**src/rtl/ifetch_line_buffer_if.sv**
```systemverilog
// rtl/ifetch_line_buffer_if.sv - fetch-side and instruction-memory-side signals of the line buffer
interface ifetch_line_buffer_if;
  logic        req_valid;
  logic [15:0] req_addr;
  logic        flush;
  logic [15:0] instr;
  logic        instr_valid;
  logic        fetch_stall;
  logic        mem_rd_en;
  logic [15:0] mem_addr;
  logic        mem_data_valid;
  logic [15:0] mem_data;

  modport master (
    output req_valid, req_addr, flush, mem_data_valid, mem_data,
    input  instr, instr_valid, fetch_stall, mem_rd_en, mem_addr
  );

  modport slave (
    input  req_valid, req_addr, flush, mem_data_valid, mem_data,
    output instr, instr_valid, fetch_stall, mem_rd_en, mem_addr
  );
endinterface

```
**src/rtl/ifetch_line_buffer.sv**
```systemverilog
// rtl/ifetch_line_buffer.sv - single-line instruction fetch buffer with pipelined refill
module ifetch_line_buffer #(
  parameter int          LINE_WORDS = 4,
  parameter logic [15:0] NOP_INSTR  = 16'h0000
) (
  input logic              clk,
  input logic              rst,
  ifetch_line_buffer_if.slave bus
);

  typedef enum logic {IDLE, FILL} state_t;

  localparam logic [2:0] WORDS = 3'(LINE_WORDS);
  localparam logic [2:0] LAST  = 3'(LINE_WORDS - 1);

  state_t      state;
  logic        line_valid;
  logic [12:0] line_tag;
  logic [15:0] line_data [LINE_WORDS];
  logic [2:0]  issue_cnt;
  logic [2:0]  recv_cnt;
  logic        rd_en_q;
  logic [15:0] addr_q;

  logic        hit;
  logic        miss;
  logic [1:0]  word_sel;
  logic        addr_lsb_unused;

  // Odd addresses fetch the containing word.
  assign addr_lsb_unused = bus.req_addr[0];
  assign word_sel        = bus.req_addr[2:1];

  assign hit  = (state == IDLE) && bus.req_valid && line_valid &&
                (line_tag == bus.req_addr[15:3]);
  assign miss = (state == IDLE) && bus.req_valid && !hit;

  assign bus.instr_valid = hit && !bus.flush;
  assign bus.instr       = bus.instr_valid ? line_data[word_sel] : NOP_INSTR;
  assign bus.fetch_stall = (state == FILL) || miss;
  assign bus.mem_rd_en   = rd_en_q;
  assign bus.mem_addr    = addr_q;

  always_ff @(posedge clk or posedge rst) begin
    if (rst) begin
      state      <= IDLE;
      line_valid <= 1'b0;
      line_tag   <= '0;
      issue_cnt  <= '0;
      recv_cnt   <= '0;
      rd_en_q    <= 1'b0;
      addr_q     <= '0;
      for (int i = 0; i < LINE_WORDS; i++) begin
        line_data[i] <= '0;
      end
    end else begin
      case (state)
        IDLE: begin
          rd_en_q <= 1'b0;
          // The first read goes out on the miss edge so reads occupy the four cycles after the miss.
          if (miss) begin
            line_valid <= 1'b0;
            line_tag   <= bus.req_addr[15:3];
            rd_en_q    <= 1'b1;
            addr_q     <= {bus.req_addr[15:3], 3'b000};
            issue_cnt  <= 3'd1;
            recv_cnt   <= '0;
            state      <= FILL;
          end
        end
        FILL: begin
          if (issue_cnt < WORDS) begin
            rd_en_q   <= 1'b1;
            addr_q    <= {line_tag, 3'b000} + {12'd0, issue_cnt, 1'b0};
            issue_cnt <= issue_cnt + 3'd1;
          end else begin
            rd_en_q <= 1'b0;
          end
          if (bus.mem_data_valid) begin
            line_data[recv_cnt[1:0]] <= bus.mem_data;
            recv_cnt                 <= recv_cnt + 3'd1;
            if (recv_cnt == LAST) begin
              line_valid <= 1'b1;
              state      <= IDLE;
            end
          end
        end
        default: state <= IDLE;
      endcase
    end
  end

endmodule

```
**src/flat_wrapper.sv**
```systemverilog
// flat-port wrapper written by rule: the top's interface ports become plain ports
module ifetch_line_buffer_flat 
#(
  parameter int          LINE_WORDS = 4,
  parameter logic [15:0] NOP_INSTR  = 16'h0000
)
  (clk, rst, bus_req_valid, bus_req_addr, bus_flush, bus_mem_data_valid, bus_mem_data, bus_instr, bus_instr_valid, bus_fetch_stall, bus_mem_rd_en, bus_mem_addr);
  ifetch_line_buffer_if bus_i ();
  input logic clk;
  input logic rst;
  input wire logic [$bits(bus_i.req_valid)-1:0] bus_req_valid;
  input wire logic [$bits(bus_i.req_addr)-1:0] bus_req_addr;
  input wire logic [$bits(bus_i.flush)-1:0] bus_flush;
  input wire logic [$bits(bus_i.mem_data_valid)-1:0] bus_mem_data_valid;
  input wire logic [$bits(bus_i.mem_data)-1:0] bus_mem_data;
  output wire logic [$bits(bus_i.instr)-1:0] bus_instr;
  output wire logic [$bits(bus_i.instr_valid)-1:0] bus_instr_valid;
  output wire logic [$bits(bus_i.fetch_stall)-1:0] bus_fetch_stall;
  output wire logic [$bits(bus_i.mem_rd_en)-1:0] bus_mem_rd_en;
  output wire logic [$bits(bus_i.mem_addr)-1:0] bus_mem_addr;
  assign bus_i.req_valid = bus_req_valid;
  assign bus_i.req_addr = bus_req_addr;
  assign bus_i.flush = bus_flush;
  assign bus_i.mem_data_valid = bus_mem_data_valid;
  assign bus_i.mem_data = bus_mem_data;
  assign bus_instr = bus_i.instr;
  assign bus_instr_valid = bus_i.instr_valid;
  assign bus_fetch_stall = bus_i.fetch_stall;
  assign bus_mem_rd_en = bus_i.mem_rd_en;
  assign bus_mem_addr = bus_i.mem_addr;
  ifetch_line_buffer #(.LINE_WORDS(LINE_WORDS), .NOP_INSTR(NOP_INSTR)) u_core (.clk(clk), .rst(rst), .bus(bus_i));
endmodule
```
**config.mk**
```make
export PLATFORM = sky130hd
export DESIGN_NAME = ifetch_line_buffer_flat
export DESIGN_NICKNAME = d
export VERILOG_FILES = /design/src/rtl/ifetch_line_buffer_if.sv /design/src/rtl/ifetch_line_buffer.sv /design/src/flat_wrapper.sv
export SDC_FILE = /design/constraint.sdc
export NUM_CORES = 1
export LEC_CHECK = 0
export BUFFER_PORTS_ARGS = -buffer_cell sky130_fd_sc_hd__buf_2
export CAP_MARGIN = 20
export CORE_MARGIN = 3
export CORE_UTILIZATION = 40
export CTS_CLUSTER_DIAMETER = 80
export CTS_CLUSTER_SIZE = 14
export DETAILED_ROUTE_END_ITERATION = 6
export GPL_TIMING_DRIVEN = 0
export SLEW_MARGIN = 20
export SYNTH_ARGS = -nofsm -noshare
export SYNTH_HDL_FRONTEND = slang
export SYNTH_SLANG_ARGS = --single-unit
```
**constraint.sdc**
```tcl
create_clock -name clk -period 4.1 [get_ports clk]
set_clock_uncertainty 0.2 [all_clocks]
set_input_delay 0.41 -clock clk [delete_from_list [all_inputs] [get_ports clk]]
set_output_delay 0.41 -clock clk [all_outputs]
set_load 0.01 [all_outputs]
```
==> flow_summary.ini, run 1 <==
[status]
outcome = finished, final reports clean

[critical_path]
worstPathMaxFanout = 10
end_kind = output pin
worstSetupStartpointType = flip-flop
critPathArrivalTime_ps = 2480
required_ps = 3490
worstSetupPathType = flip-flop to output pin

[die]
rows = 39
core-area_sq_um = 11710
start_util = 0.4212
die_x_um = 117.0
design.portCount = 72
die_area_sq_um = 13700
fp.dieH_um = 117.0

[route]
wl_um = 10160
drt-vias-per-instance = 5.196
drc = 0
dr_total_vias = 3097
drtIter0Drc = 88
drtAntennaViolNets = 0
drt_pre_antenna_iters = 6
wl_per_cell_um = 17.04

[layout]
antenna_cells = 0
drive_above_1_share = 0.4812
layout.cells.non_filler = 596
syn2layout_area_growth_pct = 17.78
utilization = 0.4960
design_area_sq_um = 5809
nNetsFinal = 493

[grt]
antenna_found_initial = 0
grt_pass1_wl_um = 16670
grt_pass1_vias = 3199
grt_usage = 0.1617
grt_max_degree = 75
grt_remaining_overflow = 0

[min_path]
hold_class = input port to flip-flop

[logic_synthesis]
synth_area_leaders = dfrtp_1 51%, mux2_2 20%, mux4_2 7.3%
synthArstFlopShare = 1.000
ys_ff_latch = 101
synth_area_sq_um = 4932
avgSynthCellArea_sq_um = 13.37
synth_top_area_cell = dfrtp_1
seq_area_frac_synth = 0.5124
synth_top_area_frac = 0.5124
synth_edf_count = 0
synth_fp_nets = 414
yosysWarnings = 0
dominantRegCellSynth = dfrtp_1
synth_cell_types = 39
synth_cells = 369

[place]
dpl_cell_area_sq_um = 5474
port_buffers = 66
dp_cells = 579
dp.final_hpwl_um = 7115
pre_cts_slack_ps = 1322
gp_congestion = 0.7723

[timing]
finalSetupViolations = 0
max_freq_ghz = 0.3240
layout_setup_ws_ps = 1013
worstMarginPinSlew_ps = 718.6
hold_slack_ps = 131.6
rsz0062_at_grt = false
hold_violations = 0
period_needed_ps = 3087
fin_crit_sh = 0.7529
fin_tns_setup_ps = 0
slew_headroom = 0.5209
slew_viol_final = 0

[clock_tree]
cts_tree = done
htree_levels = 3
clkSlewWorstSetupHoldPaths_ps = 70
clk_latency_ps = 350
cts_resized = 0
cts_buffers = 9
max-clock-path-buffers = 2
cts.sinks = 101
cts_setup_buffers = 0
cts_root_buf = clkbuf_16

[power_and_ir_drop]
power.total_mw = 4.341
leakagePower_nw = 2.630
vdd_drop_max_v = 0.0003059
powerDensity_nw_per_um2 = 747.2

[job]
maxCapViolCount = 0
-- timing repair --
item,CTS,global route
hold endpoints to repair,27,0
endpoints found under the setup margin,0,0
hold buffers,1,0
-- registers in the layout (all words and copies together), names as in the netlist --
register	flops
u_core.line_data	64
u_core.line_valid	1
u_core.bus.mem_rd_en	1
u_core.line_tag	13
u_core.state	1
u_core.issue_cnt	3
u_core.recv_cnt	3
u_core.bus.mem_addr	15
-- cells in the final DEF (no fill, tap or decap), types with 3 or more instances in the layout --
master     instances
dfrtp_1          101
mux2_2            86
buf_2             71
nand2_1           16
mux4_2            16
xor2_1            15
nand3_1           15
clkbuf_1          11
nor2_1            11
inv_1             10
xnor2_1            9
a21oi_1            9
clkbuf_16          9
ha_1               8
nor2b_2            7
and2b_2            7
o21ai_0            5
nor4_1             4
nor3_1             4
nand2b_1           3
buf_4              3
-- cell families (layout without fill, tap and decap cells) --
| family | after synthesis | count (layout) | synth area share |
|---|---|---|---|
| compound gates | 23 | 23 | 0.02993 |
| xor+xnor | 24 | 24 | 0.04262 |
| fa+ha+maj | 8 | 8 | 0.02030 |
| buf+inv | 33 | 117 | 0.03399 |
| flops | 101 | 101 | 0.5124 |
| mux | 102 | 102 | 0.2694 |
| other cells | 1 | 1 | 0.0007603 |
| simple gates | 77 | 77 | 0.09057 |
-- final timing paths --
path                                    start                      to  slack, ps  depth (start not counted)
min                           bus_mem_data[0]     u_core.line_data[0]        130                          2
min in group asynchronous                 rst  u_core.bus.mem_addr[1]        370                          3
min reg2reg                 u_core.line_valid       u_core.line_valid        290                          1
max reg2reg                      u_core.state    u_core.line_data[34]       1700                          4
max in group asynchronous                 rst    u_core.line_data[10]       2680                          4
max                        u_core.line_tag[6]           bus_instr[11]       1010                          9
-- report_power, final --
| group | switching, mW | leakage, nW | internal (mW) |
|---|---|---|---|
| Combinational | 0.679 | 1.27 | 0.924 |
| Clock | 0.375 | 0.160 | 0.554 |
| Sequential | 0.299 | 1.20 | 1.51 |
-- cell usage after synthesis, types with 2 or more instances --
master    number
buf_6          2
nor4_1         4
nor3_1         4
nand2b_1       3
inv_1         11
and2b_2        7
xor2_1        15
clkbuf_1      10
dfrtp_1      101
nand4_1        2
o21ai_0        5
buf_2          5
mux4_2        16
o22ai_1        2
mux2_2        86
ha_1           8
nor2_1        11
nor2b_2        7
a21oi_1        9
nand2_1       16
a31o_2         2
nand3_1       15
buf_4          3
nor2b_4        2
xnor2_1        9
-- metal layers --
layer | track usage | part of all wire
met1 | 0.2174 | 0.47
met2 | 0.2548 | 0.48
met3 | 0.03290 | 0.039
met4 | 0.07110 | 0.019
met5 | 0 | 0
-- critical path, cell delays in order (launching register included) --
cell and delay, ps:
dfrtp_1 370, buf_6 130, xor2_1 160, nor4_2 350, nand4_1 190, or3_1 360, buf_6 150, buf_8 150
nor2b_2 120, buf_2 140
-- cell type report --
cell class | instances | area [sq um]
fill | 1092 | 5902
sequential | 101 | 2527
multi-input combinational | 235 | 2237
timing repair buffer | 68 | 367.9
clock buffer | 11 | 242.7
tap | 143 | 178.9
buffer | 22 | 126.4
clock inverter | 5 | 82.58
inverter | 11 | 46.29
Note: power is estimated with default switching activity, not from simulation.
==> run 2: changes to the inputs <==
- clock period: 4.1 -> 2.5 ns (I/O delays scaled with it)
==> run 2 against run 1 <==
Compared with the run above: the run now ends with negative setup slack left; sequential share of layout area decreased by 3.6 points; critical path depth decreased by 1; core utilization increased by 4.6 points; sequential power increased by 62%.
==> flow_summary.ini, run 2 (same netlist as run 1, synthesis figures left out) <==
[place]
port_buffers = 66
pre_cts_slack_ps = -59.07
dp.final_hpwl_um = 7357
gp_congestion = 0.7812
dp_cells = 581
dpl_cell_area_sq_um = 5513

[timing]
slew_headroom = 0.5528
hold_violations = 0
worstMarginPinSlew_ps = 670.8
fin_tns_setup_ps = -4116
rsz0062_at_grt = true
max_freq_ghz = 0.3572
layout_setup_ws_ps = -299.8
finalSetupViolations = 17
slew_viol_final = 0
fin_crit_sh = 1.120
hold_slack_ps = 22.14
period_needed_ps = 2800

[power_and_ir_drop]
powerDensity_nw_per_um2 = 1149
leakagePower_nw = 2.846
power_frac_seq = 0.403
vdd_drop_max_v = 0.0008091
p_int_mw = 5.033
p_sw_frac = 0.3094
p_switching_mw = 2.255
clock_power_share = 0.207
power_frac_comb = 0.390
power.total_mw = 7.287

[grt]
busiest_layer = met2
grt_remaining_overflow = 0
grt_use_met1 = 0.2181
grt_pass1_wl_um = 17530
met3_usage = 0.05861
met2_usage = 0.2746
grt_pass1_vias = 3479
grt_usage = 0.1685
antenna_found_initial = 0
grt_max_degree = 35

[layout]
multiInputGateArea_sq_um = 2260
drive_above_1_share = 0.4838
utilization = 0.5417
mostFrequentLayoutCells = 98 x dfrtp_1, 86 x mux2_2, 59 x buf_2
antenna_cells = 0
largest_reg_flops = 64
layout.cells.non_filler = 637
syn2layout_area_growth_pct = 28.61
regArea_sq_um = 2531
largest_register = u_core.line_data
mostFrequentLayoutCell = dfrtp_1
design_area_sq_um = 6344
fillers = 1024
nNetsFinal = 534

[route]
drt_pre_antenna_iters = 4
drc = 0
drtIter0Drc = 152
dr_total_vias = 3300
drtAntennaViolNets = 0
wl_per_cell_um = 16.89
wl_um = 10760
drt-vias-per-instance = 5.181

[critical_path]
worstSetupStartpointType = flip-flop
critPathArrivalTime_ps = 2350
worstPathMaxFanout = 9
required_ps = 2050
end_kind = output pin
worstSetupPathType = flip-flop to output pin

[clock_tree]
clk_latency_ps = 340
htree_levels = 3
max-clock-path-buffers = 2
cts.sinks = 101
cts_buffers = 9
clkSlewWorstSetupHoldPaths_ps = 60
cts_root_buf = clkbuf_16
cts_tree = done

[job]
maxCapViolCount = 0

[die]
core-area_sq_um = 11710
fp.dieH_um = 117.0
start_util = 0.4212
rows = 39
die_x_um = 117.0
design.portCount = 72
die_area_sq_um = 13700

[status]
failed_checks = negative setup slack
outcome = complete, but fails checks

[min_path]
hold_class = input port to flip-flop
[run 2: worst max-delay path: stages (launching register included)]
cell	delay (ps)
dfrtp_2	420
xor2_1	170
nor4_2	320
nand4_1	170
or3_1	350
buf_6	160
clkbuf_16	170
nor2b_2	100
buf_2	130
[run 2: path summary, 6_finish.rpt]
kind | startpoint | to | slack, ps | depth (start not counted)
setup / recovery | u_core.line_tag[2] | bus_instr[8] | -300 | 8
hold / removal | bus_req_addr[12] | u_core.bus.mem_addr[12] | 20 | 3
setup reg to reg | u_core.state | u_core.line_data[55] | 120 | 4
hold reg to reg | u_core.recv_cnt[2] | u_core.recv_cnt[2] | 300 | 2
max in group asynchronous | rst | u_core.line_tag[3] | 1040 | 5
min in group asynchronous | rst | u_core.line_data[34] | 280 | 3
[run 2: final cells by class]
cell class,count,area share
flip-flops and latches,101,0.3990
inverters,11,0.007101
clock buffers,11,0.03826
clock inverters,5,0.01282
repair buffers,110,0.1367
multi-input cells,235,0.3562
well taps,143,0.02821
plain buffers,21,0.02170
[run 2: metal layers]
metal  vias to the layer above  share of wire  wire, um
met5                         -              0         0
met4                         0          0.011       115
met3                        10          0.048       516
met2                        59           0.50      5331
met1                      1682           0.45      4798
li1                       1549              -         -
[run 2: power groups by stage]
stage | Clock [mW] | Combinational, mW | Sequential, mW
after floorplan | 0 | 2.02 | 2.92
after global placement | 0 | 2.60 | 2.94
after detailed placement | 0 | 2.69 | 2.98
after CTS | 1.55 | 2.85 | 2.93
after global routing | 1.62 | 3.14 | 3.04
final | 1.51 | 2.84 | 2.94
[run 2: what timing repair did]
item                                   in CTS  in global routing
hold buffers                               30                  0
endpoints found under the hold margin      94                  0
setup endpoints to repair                  18                 40
setup buffers                               5                  5
resized for setup                          14                 15
gates cloned                                0                  1
pin swaps                                   3                  2
==> run 3: changes to the inputs <==
- BUFFER_PORTS_ARGS: -buffer_cell sky130_fd_sc_hd__buf_2 -> -buffer_cell sky130_fd_sc_hd__buf_4
- CORE_UTILIZATION: 40 -> 52
- GPL_TIMING_DRIVEN: 0 -> unset
- PLACE_DENSITY: unset -> 0.77
==> run 3 against run 2 <==
Compared with the run above: the run still ends with negative setup slack left; critical endpoint is now bus_instr[3]; worst setup slack got worse by 52 ps; critical path type unchanged; count of clock-buffer cells in the layout unchanged; sequential share of layout area increased by 0.051 points; clock power decreased by 30%; combinational power increased by 7.4%; critical path depth decreased by 1; routed wire length decreased by 2.1%; global-route usage increased by 4.2 points; via count increased by 0.24%; maximum frequency decreased by 1.8%; design area decreased by 0.28%.
==> flow_summary.ini, run 3 (same netlist as run 1, synthesis figures left out) <==
[grt]
antenna_found_initial = 0
grt_usage = 0.2104
grt_pass1_vias = 3466
grt_max_degree = 102
grt_remaining_overflow = 0
grt_pass1_wl_um = 17280

[clock_tree]
cts_buffers = 9
cts.sinks = 101
cts_root_buf = clkbuf_8
clk_latency_ps = 360
max-clock-path-buffers = 2
htree_levels = 3
clkSlewWorstSetupHoldPaths_ps = 100
cts_tree = done

[power_and_ir_drop]
powerDensity_nw_per_um2 = 1111
leakagePower_nw = 2.836
vdd_drop_max_v = 0.0006074

[timing]
max_freq_ghz = 0.3506
hold_violations = 0
period_needed_ps = 2852
fin_crit_sh = 1.141
slew_headroom = 0.6308
slew_viol_final = 0
layout_setup_ws_ps = -351.9
rsz0062_at_grt = true
fin_tns_setup_ps = -5049
worstMarginPinSlew_ps = 553.8
finalSetupViolations = 18

[place]
pre_cts_slack_ps = 63.96
dp.final_hpwl_um = 6725
port_buffers = 69
gp_congestion = 0.7964
dp_cells = 563

[critical_path]
crit_end = bus_instr[3]
worstPathMaxFanout = 17
worstSetupPathType = flip-flop to output pin
r2r_slack_ps = 210
timing.rr.end = u_core.line_tag[10]
required_ps = 2050
critPathArrivalTime_ps = 2400
crit_path_start = u_core.line_tag[3]
end_kind = output pin
reg2regPathDepth = 7
r2r_start = u_core.line_tag[7]
worstSetupStartpointType = flip-flop

[die]
die_x_um = 103.4
core-area_sq_um = 8976
die_area_sq_um = 10690
start_util = 0.5495
rows = 34
fp.dieH_um = 103.4
design.portCount = 72

[layout]
layout.cells.non_filler = 616
fillers = 624
largest_register = u_core.line_data
drive_above_1_share = 0.4857
syn2layout_area_growth_pct = 28.26
mostFrequentLayoutCells = 101 x dfrtp_1, 86 x mux2_2, 80 x buf_4
nNetsFinal = 530
antenna_cells = 0
largest_reg_flops = 64
mostFrequentLayoutCell = dfrtp_1

[route]
drtAntennaViolNets = 0
drt-vias-per-instance = 5.370
wl_per_cell_um = 17.10
dr_total_vias = 3308
drt_pre_antenna_iters = 4
drtIter0Drc = 119
drc = 0
wl_um = 10530

[status]
outcome = complete, but fails checks
failed_checks = negative setup slack

[min_path]
hold_start = bus_req_valid
hold_class = input port to flip-flop

[job]
maxCapViolCount = 0
-- run 3: power breakdown --
group          total (mW)  switching, mW  internal, mW
Clock                1.06          0.565         0.493
Combinational        3.05           1.25          1.80
Sequential           2.92          0.447          2.47
-- run 3: worst min path at each step --
| stage | end | slack (ps) | depth (start not counted) |
|---|---|---|---|
| after floorplan | u_core.line_tag[0] | 200 | 1 |
| after global placement | u_core.line_data[52] | 260 | 3 |
| after detailed placement | u_core.line_data[36] | 260 | 3 |
| after CTS | u_core.issue_cnt[2] | 20 | 4 |
| after global routing | u_core.bus.mem_addr[4] | 70 | 3 |
| final | u_core.issue_cnt[2] | 60 | 4 |
-- run 3: critical path, cell delays in order (launching register included) --
cell	delay, ps
dfrtp_1	400
xor2_1	180
nor4_2	390
nand4_1	200
or3_4	380
buf_12	170
and2b_2	230
buf_6	100
-- run 3: per-stage QoR --
step	power [mW]	utilization	area [sq um]	hold slack [ps]
finish	7.025	0.7048	6326	64.73
global route	7.505	0.7048	6326	72.33
CTS	7.031	0.7002	6285	22.30
detailed placement	5.900	0.6370	5718	260.9
global placement	5.739	0.6370	5718	255.5
floorplan	4.944	-	4936	200.4
-- run 3: final cells by class --
type                       count  area, sq um  area share
timing repair buffer         127         1147      0.1814
sequential                   101         2527      0.3995
inverter                      11        45.04    0.007120
multi-input combinational    235         2248      0.3554
clock buffer                  11        141.4     0.02235
tap                          126        157.7     0.02492
clock inverter                 5        58.81    0.009296
-- run 3: layer usage --
metal	up-vias	routed length, um	global-route usage
met5	-	0	0
met4	0	141	0.05578
met2	64	5305	0.3500
met3	13	348	0.04695
met1	1689	4738	0.2806
li1	1542	-	-
-- run 3: what timing repair did --
item,4_1_cts,5_1_grt
gates cloned,0,0
gates resized for setup,12,1
pin swaps,3,1
setup endpoints to repair,18,18
setup buffers,1,5
hold buffers,31,0
hold endpoints to repair,183,0
